$ cat src/rtl/acc64_sequencer.sv
// acc64_sequencer: accumulates a programmed number of 64-bit operands received
// over a valid/ready stream, counting adder carry-outs, and presents
// {carry count, sum} on a held result handshake.
//
// Ports:
//   clk_i            clock, rising edge
//   rst_ni           asynchronous active-low reset
//   start_i, len_i   begin a run of len_i operands (sampled only when idle)
//   in_valid_i/in_ready_o/in_data_i     operand stream
//   out_valid_o/out_ready_i             result handshake
//   out_sum_o        accumulator, modulo 2^64
//   out_carry_cnt_o  number of beats whose addition carried out
//   busy_o           high whenever not idle
//
// carry_select_64_bit: 64-bit carry-select adder built from 8-bit blocks,
// each precomputing its sum for carry-in 0 and 1.

module carry_select_64_bit (
    input  logic [63:0] a,
    input  logic [63:0] b,
    input  logic        carry_in,
    output logic [63:0] sum,
    output logic        carry_out
);
    localparam int unsigned BlkW = 8;
    localparam int unsigned NBlk = 8;

    logic [NBlk:0] carry;
    assign carry[0] = carry_in;

    for (genvar g = 0; g < NBlk; g++) begin : g_blk
        logic [BlkW:0] s0;
        logic [BlkW:0] s1;
        // Both candidate sums are ready before the block's carry-in resolves.
        assign s0 = {1'b0, a[g*BlkW +: BlkW]} + {1'b0, b[g*BlkW +: BlkW]};
        assign s1 = s0 + (BlkW+1)'(1);
        assign sum[g*BlkW +: BlkW] = carry[g] ? s1[BlkW-1:0] : s0[BlkW-1:0];
        assign carry[g+1]          = carry[g] ? s1[BlkW]     : s0[BlkW];
    end

    assign carry_out = carry[NBlk];
endmodule

module acc64_sequencer #(
    parameter int unsigned COUNT_W = 8
) (
    input  logic               clk_i,
    input  logic               rst_ni,
    input  logic               start_i,
    input  logic [COUNT_W-1:0] len_i,
    input  logic               in_valid_i,
    output logic               in_ready_o,
    input  logic [63:0]        in_data_i,
    output logic               out_valid_o,
    input  logic               out_ready_i,
    output logic [63:0]        out_sum_o,
    output logic [COUNT_W-1:0] out_carry_cnt_o,
    output logic               busy_o
);
    typedef enum logic [1:0] {StIdle, StAccum, StDone} state_e;

    state_e             state_q, state_d;
    logic [63:0]        acc_q, acc_d;
    logic [COUNT_W-1:0] cnt_q, cnt_d;
    logic [COUNT_W-1:0] rem_q, rem_d;

    logic [63:0] add_sum;
    logic        add_carry;

    carry_select_64_bit u_adder (
        .a         (acc_q),
        .b         (in_data_i),
        .carry_in  (1'b0),
        .sum       (add_sum),
        .carry_out (add_carry)
    );

    always_comb begin
        state_d = state_q;
        acc_d   = acc_q;
        cnt_d   = cnt_q;
        rem_d   = rem_q;
        unique case (state_q)
            StIdle: begin
                if (start_i) begin
                    acc_d   = '0;
                    cnt_d   = '0;
                    rem_d   = len_i;
                    state_d = (len_i == '0) ? StDone : StAccum;
                end
            end
            StAccum: begin
                // in_ready is high throughout this state, so valid alone is a handshake.
                if (in_valid_i) begin
                    acc_d = add_sum;
                    cnt_d = cnt_q + {{(COUNT_W-1){1'b0}}, add_carry};
                    rem_d = rem_q - 1'b1;
                    if (rem_q == COUNT_W'(1)) begin
                        state_d = StDone;
                    end
                end
            end
            StDone: begin
                // A coincident start is deliberately not captured here.
                if (out_ready_i) begin
                    state_d = StIdle;
                end
            end
            default: state_d = StIdle;
        endcase
    end

    always_ff @(posedge clk_i or negedge rst_ni) begin
        if (!rst_ni) begin
            state_q <= StIdle;
            acc_q   <= '0;
            cnt_q   <= '0;
            rem_q   <= '0;
        end else begin
            state_q <= state_d;
            acc_q   <= acc_d;
            cnt_q   <= cnt_d;
            rem_q   <= rem_d;
        end
    end

    // All handshake outputs decode the state register only.
    assign in_ready_o      = (state_q == StAccum);
    assign out_valid_o     = (state_q == StDone);
    assign busy_o          = (state_q != StIdle);
    assign out_sum_o       = acc_q;
    assign out_carry_cnt_o = cnt_q;
endmodule

$ cat config.mk
export PLATFORM = sky130hd
export DESIGN_NAME = acc64_sequencer
export DESIGN_NICKNAME = d
export VERILOG_FILES = /design/src/rtl/acc64_sequencer.sv
export SDC_FILE = /design/constraint.sdc
export NUM_CORES = 1
export LEC_CHECK = 0
export CORE_MARGIN = 10
export CORE_UTILIZATION = 47
export CTS_CLUSTER_DIAMETER = 40
export DETAILED_ROUTE_END_ITERATION = 7
export GPL_ROUTABILITY_DRIVEN = 1
export PLACE_DENSITY = 0.78
export SETUP_SLACK_MARGIN = 0.02
export SLEW_MARGIN = 20
export SYNTH_ARGS = -nofsm -noshare
export SYNTH_HDL_FRONTEND = slang
export SYNTH_SLANG_ARGS = --single-unit
$ cat constraint.sdc
create_clock -name clk_i -period 5.62 [get_ports clk_i]
set_clock_uncertainty 0.1 [all_clocks]
set_input_delay 1.124 -clock clk_i [delete_from_list [all_inputs] [get_ports clk_i]]
set_output_delay 1.124 -clock clk_i [all_outputs]
set_load 0.005 [all_outputs]
==> impl_metrics.tcl <==
set metrics [dict create \
    synth.avg_cell_area_um2 8.67 \
    hp-start "out_sum_o[63]$_DFFE_PN0P_" \
    setup_violations 5 \
    via_per_inst 5.33 \
    place_hpwl_mm 14.4 \
    min_to "out_sum_o[63]$_DFFE_PN0P_" \
    drc 0 \
    async_reset_ff_frac 1.00 \
    core_mm2 0.0144 \
    synth_cell_types 62 \
    first_iter_violations 269 \
    synth_area_mm2 0.00686 \
    h-tree-depth 3 \
    grt_usage 0.192 \
    wl_per_cell_um 15.9 \
    dr.pass1.iters 5 \
    fin_util 0.696 \
    place_congestion 0.833 \
    nets 1205 \
    clock_sinks 82 \
    num_antenna_cells 0 \
    drive_above_1_share 0.211 \
    root_buffer "clkbuf_16" \
    tritoncts "yes" \
    synth_edf_count 0 \
    grt_max_degree 56 \
    yosys.area.top_type_share 0.299 \
    die_height_um 141 \
    worst_pin_slew_ps 728 \
    slew_violations 0 \
    min_period_ps 5710 \
    final_common_cell "clkdlybuf4s50_1" \
    setup_ws_ps -94.9 \
    cts_buffer_depth 2 \
    p_leak_uw 0.00444 \
    ys_seq_area_frac 0.299 \
    crit_type "primary input to flop" \
    grt_pass1_vias 6712 \
    finalCritPeriodShare 1.02 \
    numPortBuffers 151 \
    vias 6577 \
    failed_checks "negative setup slack" \
    area_growth_pct 46.4 \
    hp-class "flop to flop" \
    seqCellArea_mm2 0.00205 \
    critPathCaptureType "flop" \
    nFillCells 1125 \
    post_dp_cell_area_mm2 0.00931 \
    report.final.hold_viol_count 0 \
    dieArea_mm2 0.0198 \
    ant_nets 0 \
    rrSetupSlack_ps 310 \
    post-place-ws_ps -1040 \
    rsz0062_at_grt "true" \
    insertion_delay_ps 340 \
    critPathLaunchType "primary input" \
    p_per_area_mw_per_mm2 589 \
    io_pins 152 \
    start_util 0.476 \
    mostFrequentLayoutCells "clkdlybuf4s50_1 (128), buf_4 (107), nand2_1 (85)" \
    min_path_cells 2 \
    stdcell_area_mm2 0.0100 \
    syn_inst 791 \
    grt.overflow.total 0 \
    synth_area_leader_cell "dfrtp_1" \
    wl_mm 19.6 \
    synthTopCellsByArea "dfrtp_1 (30%), ha_1 (14%), xnor2_1 (6.3%), o21ai_0 (6.2%), xor2_1 (5.5%)" \
    antenna_found_initial 0 \
    yosysWarnings 0 \
    cp.required_ps 5720 \
    cts_hold_buf 0 \
    crit_fanout 3 \
    synth_seq_cells 82 \
    multiInputGateArea_mm2 0.00500 \
    outcome "finished with violations" \
    clk_pin_slew_ps 70 \
    cts_made_buffers 9 \
    fmax_mhz 175 \
    reg2reg_depth 22 \
    die_w_um 141 \
    peakVddDrop_v 0.000353 \
    syn_nets 951 \
    drv_cap 0 \
    synth_flop_cell "dfrtp_1" \
    r2r-start "out_sum_o[8]$_DFFE_PN0P_" \
    slew_headroom 0.515 \
    fp-row-count 44 \
    critPathArrivalTime_ps 5820 \
    grt_pass1_wl_mm 32.2 \
    timing.rr.end "out_carry_cnt_o[4]$_DFFE_PN0P_" \
]
worst max-delay path: stages:
cell	delay [ps]
buf_2	110
ha_4	280
nand2_2	60
o211a_4	270
or4b_4	540
nand3_2	100
nand4b_1	120
and4bb_4	390
mux2i_4	300
xnor2_4	160
nand4_2	120
mux2_4	350
mux2i_4	200
xor2_2	180
or4_4	530
xor2_1	150
ha_2	230
ha_4	150
nand4_1	150
xor2_1	220
nor2_1	60
state kept, by name, summed over array words and instances, names as in the netlist:
register / count
out_carry_cnt_o: 8
state_q: 2
out_sum_o: 64
rem_q: 8
synth_stat cells (all sizes together), types with 5 or more instances:
master  number
clkbuf      18
nand2       89
inv         48
xnor2       52
fa           8
a21oi       52
nor3        14
xor2        44
a21o        10
o21bai      13
mux2i        5
nor2b       11
nand3       24
o21ai       86
dfrtp       82
nor2        60
and3         6
ha          75
and2         6
nand4       17
nand2b       7
or3          5
stage by stage:
step                cells  total power, µW  hold WS, ps  TNS [ps]
floorplan             791             3420          351     -1940
global placement     1193             4890          383     -7580
detailed placement   1193             5000          400     -8760
CTS                  1231             5840          415     -15.8
global route         1234             6430          449     -1270
finish               1234             5910          415      -207
logic make-up (layout without fill, tap and decap cells):
group | Yosys count | in the layout | share of synthesized area
xor+xnor | 96 | 96 | 0.129
buf+inv | 66 | 325 | 0.0361
fa+ha+maj | 83 | 83 | 0.160
flops | 82 | 82 | 0.299
mux | 7 | 7 | 0.0148
simple gates | 258 | 258 | 0.182
compound gates | 199 | 199 | 0.179
where the power goes:
group	switching, µW	total [µW]	internal [µW]
logic	2030	4210	2180
registers	272	1140	867
clock network	265	568	303
total	2560	5910	3350
worst max path at each step:
stage / cells after the start / from / slack [ps] / to
2_1_floorplan: 23 / in_data_i[0] / -300 / out_carry_cnt_o[7]$_DFFE_PN0P_
3_3_place_gp: 24 / in_data_i[8] / -950 / out_carry_cnt_o[7]$_DFFE_PN0P_
3_5_place_dp: 24 / in_data_i[8] / -1040 / out_carry_cnt_o[7]$_DFFE_PN0P_
4_1_cts: 24 / in_data_i[8] / -20 / out_carry_cnt_o[7]$_DFFE_PN0P_
5_1_grt: 24 / in_data_i[8] / -270 / out_carry_cnt_o[4]$_DFFE_PN0P_
6_report: 21 / in_data_i[19] / -90 / out_carry_cnt_o[4]$_DFFE_PN0P_
final cells by class:
class / count / area share
multi-input combinational: 643 / 0.498
timing repair buffer: 261 / 0.229
tap: 184 / 0.0229
clock inverter: 7 / 0.00536
sequential: 82 / 0.204
clock buffer: 9 / 0.0224
inverter: 48 / 0.0179
per-layer routing:
layer / wire, µm / GRT usage
met5: 0 / 0
met4: 216 / 0.0495
met3: 979 / 0.0420
met2: 9950 / 0.337
met1: 8490 / 0.230
what timing repair did:
item                                    CTS  global route
pin swaps                                55            15
endpoints found under the setup margin    8             7
resized for setup                        97            12
endpoints found under the hold margin     0             0
buffers inserted                         22             3
Power figures use the tool's default switching activity.
==> RTL change 1, RTL diff (same settings) <==
Register the output `out_carry_cnt_o` once more; this adds one clock of latency there. The other outputs are not delayed to match.
--- a/src/rtl/acc64_sequencer.sv
+++ b/src/rtl/acc64_sequencer.sv
@@ -129,6 +129,8 @@
     assign out_valid_o     = (state_q == StDone);
     assign busy_o          = (state_q != StIdle);
     assign out_sum_o       = acc_q;
-    assign out_carry_cnt_o = cnt_q;
+    always_ff @(posedge clk_i) begin
+        out_carry_cnt_o <= cnt_q;
+    end
 endmodule
 
Behaviour: not the same (Yosys sat finds a counterexample within 4 cycles, from zero or initial values and one cycle with rst_ni low).
==> RTL change 1 against the unedited design <==
Via count increased by 8.1%. The run still ends with negative setup slack left. Setup slack improved by 58 ps. Largest power group unchanged. Synthesized area increased by 2.2%. Clock power increased by 16%. First-iteration DRC count increased by 38%. Sequential cell count increased by 8. Wire length increased by 16%. Utilization increased by 5.3 points. Critical path type unchanged. Power about the same. Register-to-register slack improved by 100 ps. Cell area increased by 8.8%. Critical path depth increased by 2.
==> RTL change 1: results (changes against the unedited design) <==
Final Power: 0.00592 W (was 0.00591 W)
Ratio of cells with drive above 1 in the final layout: 27.1% (was 21.1%)
Failing checks: negative setup slack (unchanged)
#MultiIn Comb: 638 (was 643)
Post-CTS sizing: 75 (was 97)
Post-CTS Setup Bufs: 60 (was 22)
Routing usage on met1: 24.6% (was 23.0%)
Seq. cell area: 2210 µm² (was 2050 µm²)
Peak supply drop: 0.302 mV (was 0.353 mV)
Fraction of registers with async set/reset: 91.1% (was 100%)
# placed instances: 1214 (was 1193)
Worst-margin pin slew: 942 ps (was 728 ps)
Setup violations, final: 1 (was 5)
Ranking of synthesized cells by area: dfrtp_1 (29%), ha_1 (13%), xnor2_1 (7.9%), o21ai_0 (5.0%), xor2_1 (4.9%) (was dfrtp_1 (30%), ha_1 (14%), xnor2_1 (6.3%), o21ai_0 (6.2%), xor2_1 (5.5%))
Status: finished, violations left (unchanged)
Clk. pwr: 0.000660 W (was 0.000568 W)
Buffer share of cell area: 25.5% (was 22.9%)
Final GP Congestion: 0.875 (was 0.833)
Fillers: 954 (was 1125)
Non-clock inverters: 47 (was 48)
First-pass GRT wire length: 35100 µm (was 32200 µm)
Clk tree area frac: 2.91% (was 2.78%)
Final setup margin: -36.7 ps (was -94.9 ps)
Via/cell ratio: 5.48 (was 5.33)
Most instantiated cells after synthesis: nand2_1 (89), dfrtp_1 (82), ha_1 (75), o21ai_0 (70), xnor2_1 (63) (was nand2_1 (89), o21ai_0 (85), dfrtp_1 (82), ha_1 (75), nor2_1 (60))
GRT met2 Usage: 37.1% (was 33.7%)
Cell Count, Final, Fillers Out: 1297 (was 1234)
-- RTL change 1: cell types whose count changed in the layout (fill, tap and decap cells not counted), sizes merged, moves of 7 or more --
cell,delta
buf,+58
o21ai,-16
xnor2,+12
a21oi,-10
dlymetal6s2s,+9
nand4,-9
dfxtp,+8
nand2b,+8
nor3,-7
-- RTL change 1: cells by family (layout without fill, tap and decap cells) --
kind of cell	Yosys count	after routing	synth area share [%]
mux	8	8	1.39
compound gates	196	196	18.1
buf+inv	64	385	3.43
flops	90	90	31.6
xor+xnor	103	103	13.0
fa+ha+maj	83	83	15.7
simple gates	248	248	16.9
-- RTL change 1: path summary, 6_finish.rpt --
kind                                from                  to  slack (ps)  cells past startpoint
max                        in_data_i[10]            cnt_q[7]         -40                     23
min in group asynchronous         rst_ni       out_sum_o[53]         630                      1
max in group asynchronous         rst_ni       out_sum_o[12]        3780                      2
max reg2reg                 out_sum_o[8]            cnt_q[7]         410                     23
min                             cnt_q[5]  out_carry_cnt_o[5]         310                      0
min reg2reg                     cnt_q[5]  out_carry_cnt_o[5]         310                      0
-- RTL change 1: stage by stage --
stage	worst slack, ps	area [µm²]	utilization [%]
detailed placement	-932	9610	65.9
finish	-36.7	10900	74.9
floorplan	-68.5	7140	-
global route	-155	10900	74.9
global placement	-809	9610	65.9
CTS	22.6	10600	72.8
-- RTL change 1: worst max-delay path, cell delays in order --
cell           delay (ps)
dlygate4sd2_1         260
ha_4                  280
nor2_2                 60
o31ai_4               250
nand4b_1              240
a221oi_2              350
buf_4                 170
nand3_2                70
and4bb_4              220
mux2i_4               200
xnor2_2               220
nand3_2               110
mux2_4                350
mux2i_4               200
xnor2_2               140
or4_4                 550
xor2_2                160
ha_2                  210
nand3_2                90
nor2_4                160
nand3_2               110
xor2_2                150
nor2_1                 70
==> RTL change 2, RTL diff (config.mk and constraints unchanged) <==
Made on the original files. Change the parameter `COUNT_W` from 8 to 10.
--- a/src/rtl/acc64_sequencer.sv
+++ b/src/rtl/acc64_sequencer.sv
@@ -42,7 +42,7 @@
 endmodule
 
 module acc64_sequencer #(
-    parameter int unsigned COUNT_W = 8
+    parameter int unsigned COUNT_W = 10
 ) (
     input  logic               clk_i,
     input  logic               rst_ni,
Interface: changed (resized len_i and out_carry_cnt_o); port bits go from 152 to 156. No check against the original RTL was run, so the function may have changed too.
==> RTL change 2 against the unedited design <==
Cell area increased by 4.6%. Utilization is essentially flat. Largest cell class unchanged. Synthesized area grew 5.1%. Sequential cell count rose by 4. Setup slack improved by 170 ps. Final cell count up 3.0%. Sequential share of layout area rose by 0.050 points. Maximum frequency is 3.1% higher. Power increased by 7.9%. Largest power group unchanged. Wire length is 11% higher.
==> RTL change 2: results (changes against the unedited design) <==
Clk Latency, worst-skew pair: 350 ps
Dpl cell area: 9650 µm² (was 9310 µm²)
Hold Path End: rem_q[7] (was out_sum_o[63])
Worst Hold Launch: rem_q[7] (was out_sum_o[63])
Tap cells: 188 (was 184)
Minimum clock period: 5540 ps (was 5710 ps)
Non-clock inverters: 45 (was 48)
Status: finished clean (was finished, violations left)
Routing usage on met1: 24.0% (was 23.0%)
Synth unique cells: 74 (was 62)
Final Util: 69.6% (about the same)
Mapped Nets: 983 (was 951)
Static leakage: 4.74 nW (was 4.44 nW)
Place WS: -838 ps (was -1040 ps)
Nets: 1240 (was 1205)
Post-synthesis mux area share: 1.44% (was 1.48%)
HPWL Detailed: 15600 µm (was 14400 µm)
Ranking of synthesized cells by area: dfrtp_1 (30%), ha_1 (13%), xnor2_1 (6.0%), xor2_1 (5.6%), o21ai_0 (5.2%) (was dfrtp_1 (30%), ha_1 (14%), xnor2_1 (6.3%), o21ai_0 (6.2%), xor2_1 (5.5%))
Syn Area/Cell: 8.78 µm² (was 8.67 µm²)
Buffer share of cell area: 23.0% (was 22.9%)
CP startpoint: in_data_i[15] (was in_data_i[19])
Crit path DAT: 5660 ps (was 5820 ps)
CTS clk-pin slew, worst paths: 80 ps
Port bufs: 155 (was 151)
Initial antenna violation count: 1 (was 0)
#MultiIn Comb: 670 (was 643)
Post-Synth XOR/XNOR Area: 12.0% (was 12.9%)
M3 GR Usage: 5.08% (was 4.20%)
CP max-delay cell: clkdlybuf4s50_1 (was or4b_4)
Synth Area in Adders: 15.2% (was 16.0%)
CP max stage delay: 470 ps (was 540 ps)
Multi-input gate area: 5220 µm² (was 5000 µm²)
First-pass GRT wire length: 34200 µm (was 32200 µm)
R2R cell count: 25 (was 22)
Crit Path Max Fanout: 5 (was 3)
Fillers: 1146 (was 1125)
Final GP Congestion: 0.879 (was 0.833)
Hold depth: 2 (unchanged)
GRT met2 Usage: 34.7% (was 33.7%)
Via/cell ratio: 5.55 (was 5.33)
Critical path destination: out_carry_cnt_o[9] (was out_carry_cnt_o[4])
Compound-gate portion of the synthesized area: 17.9% (about the same)
#FFs+latches synth: 86 (was 82)
Worst-margin pin slew: 854 ps (was 728 ps)
Detailed Route WL: 21800 µm (was 19600 µm)
Non-CTS buffers: 266 (was 261)
Number of DRC markers in iteration 0: 345 (was 269)
Register area share after synthesis: 29.9% (about the same)
Cell Count, Final, Fillers Out: 1271 (was 1234)
Hold_ws: 409 ps (was 415 ps)
R2R setup slack: 540 ps (was 310 ps)
Seq. cell area: 2150 µm² (was 2050 µm²)
Clk tree area frac: 3.01% (was 2.78%)
-- RTL change 2: cell count changes after synthesis, sizes merged, moves of 5 or more --
| cell | change |
|---|---|
| a21o | +6 |
| a21oi | -7 |
| a31oi | +5 |
| mux2i | +5 |
| nand3b | +5 |
| nand4 | -5 |
| nor2b | -6 |
| nor4 | +8 |
| o21a | +6 |
| o22ai | +6 |
-- RTL change 2: metal layers --
layer	part of all wire, %	vias to the layer above	wire (µm)
met4	2.0	2	444
met3	5.8	41	1280
met2	48	178	10600
met1	44	3411	9530
met5	0.050	-	11
li1	-	3423	-
-- RTL change 2: repair_timing --
item | in CTS | in global routing
pin swaps | 19 | 50
resized for setup | 28 | 69
buffers inserted | 8 | 10
hold buffers | 0 | 0
endpoints found under the setup margin | 10 | 10
-- RTL change 2: power by group --
part | internal, W | switching (W) | total [W]
logic | 0.00232 | 0.00222 | 0.00454
registers | 0.000914 | 0.000278 | 0.00119
clock network | 0.000356 | 0.000291 | 0.000647
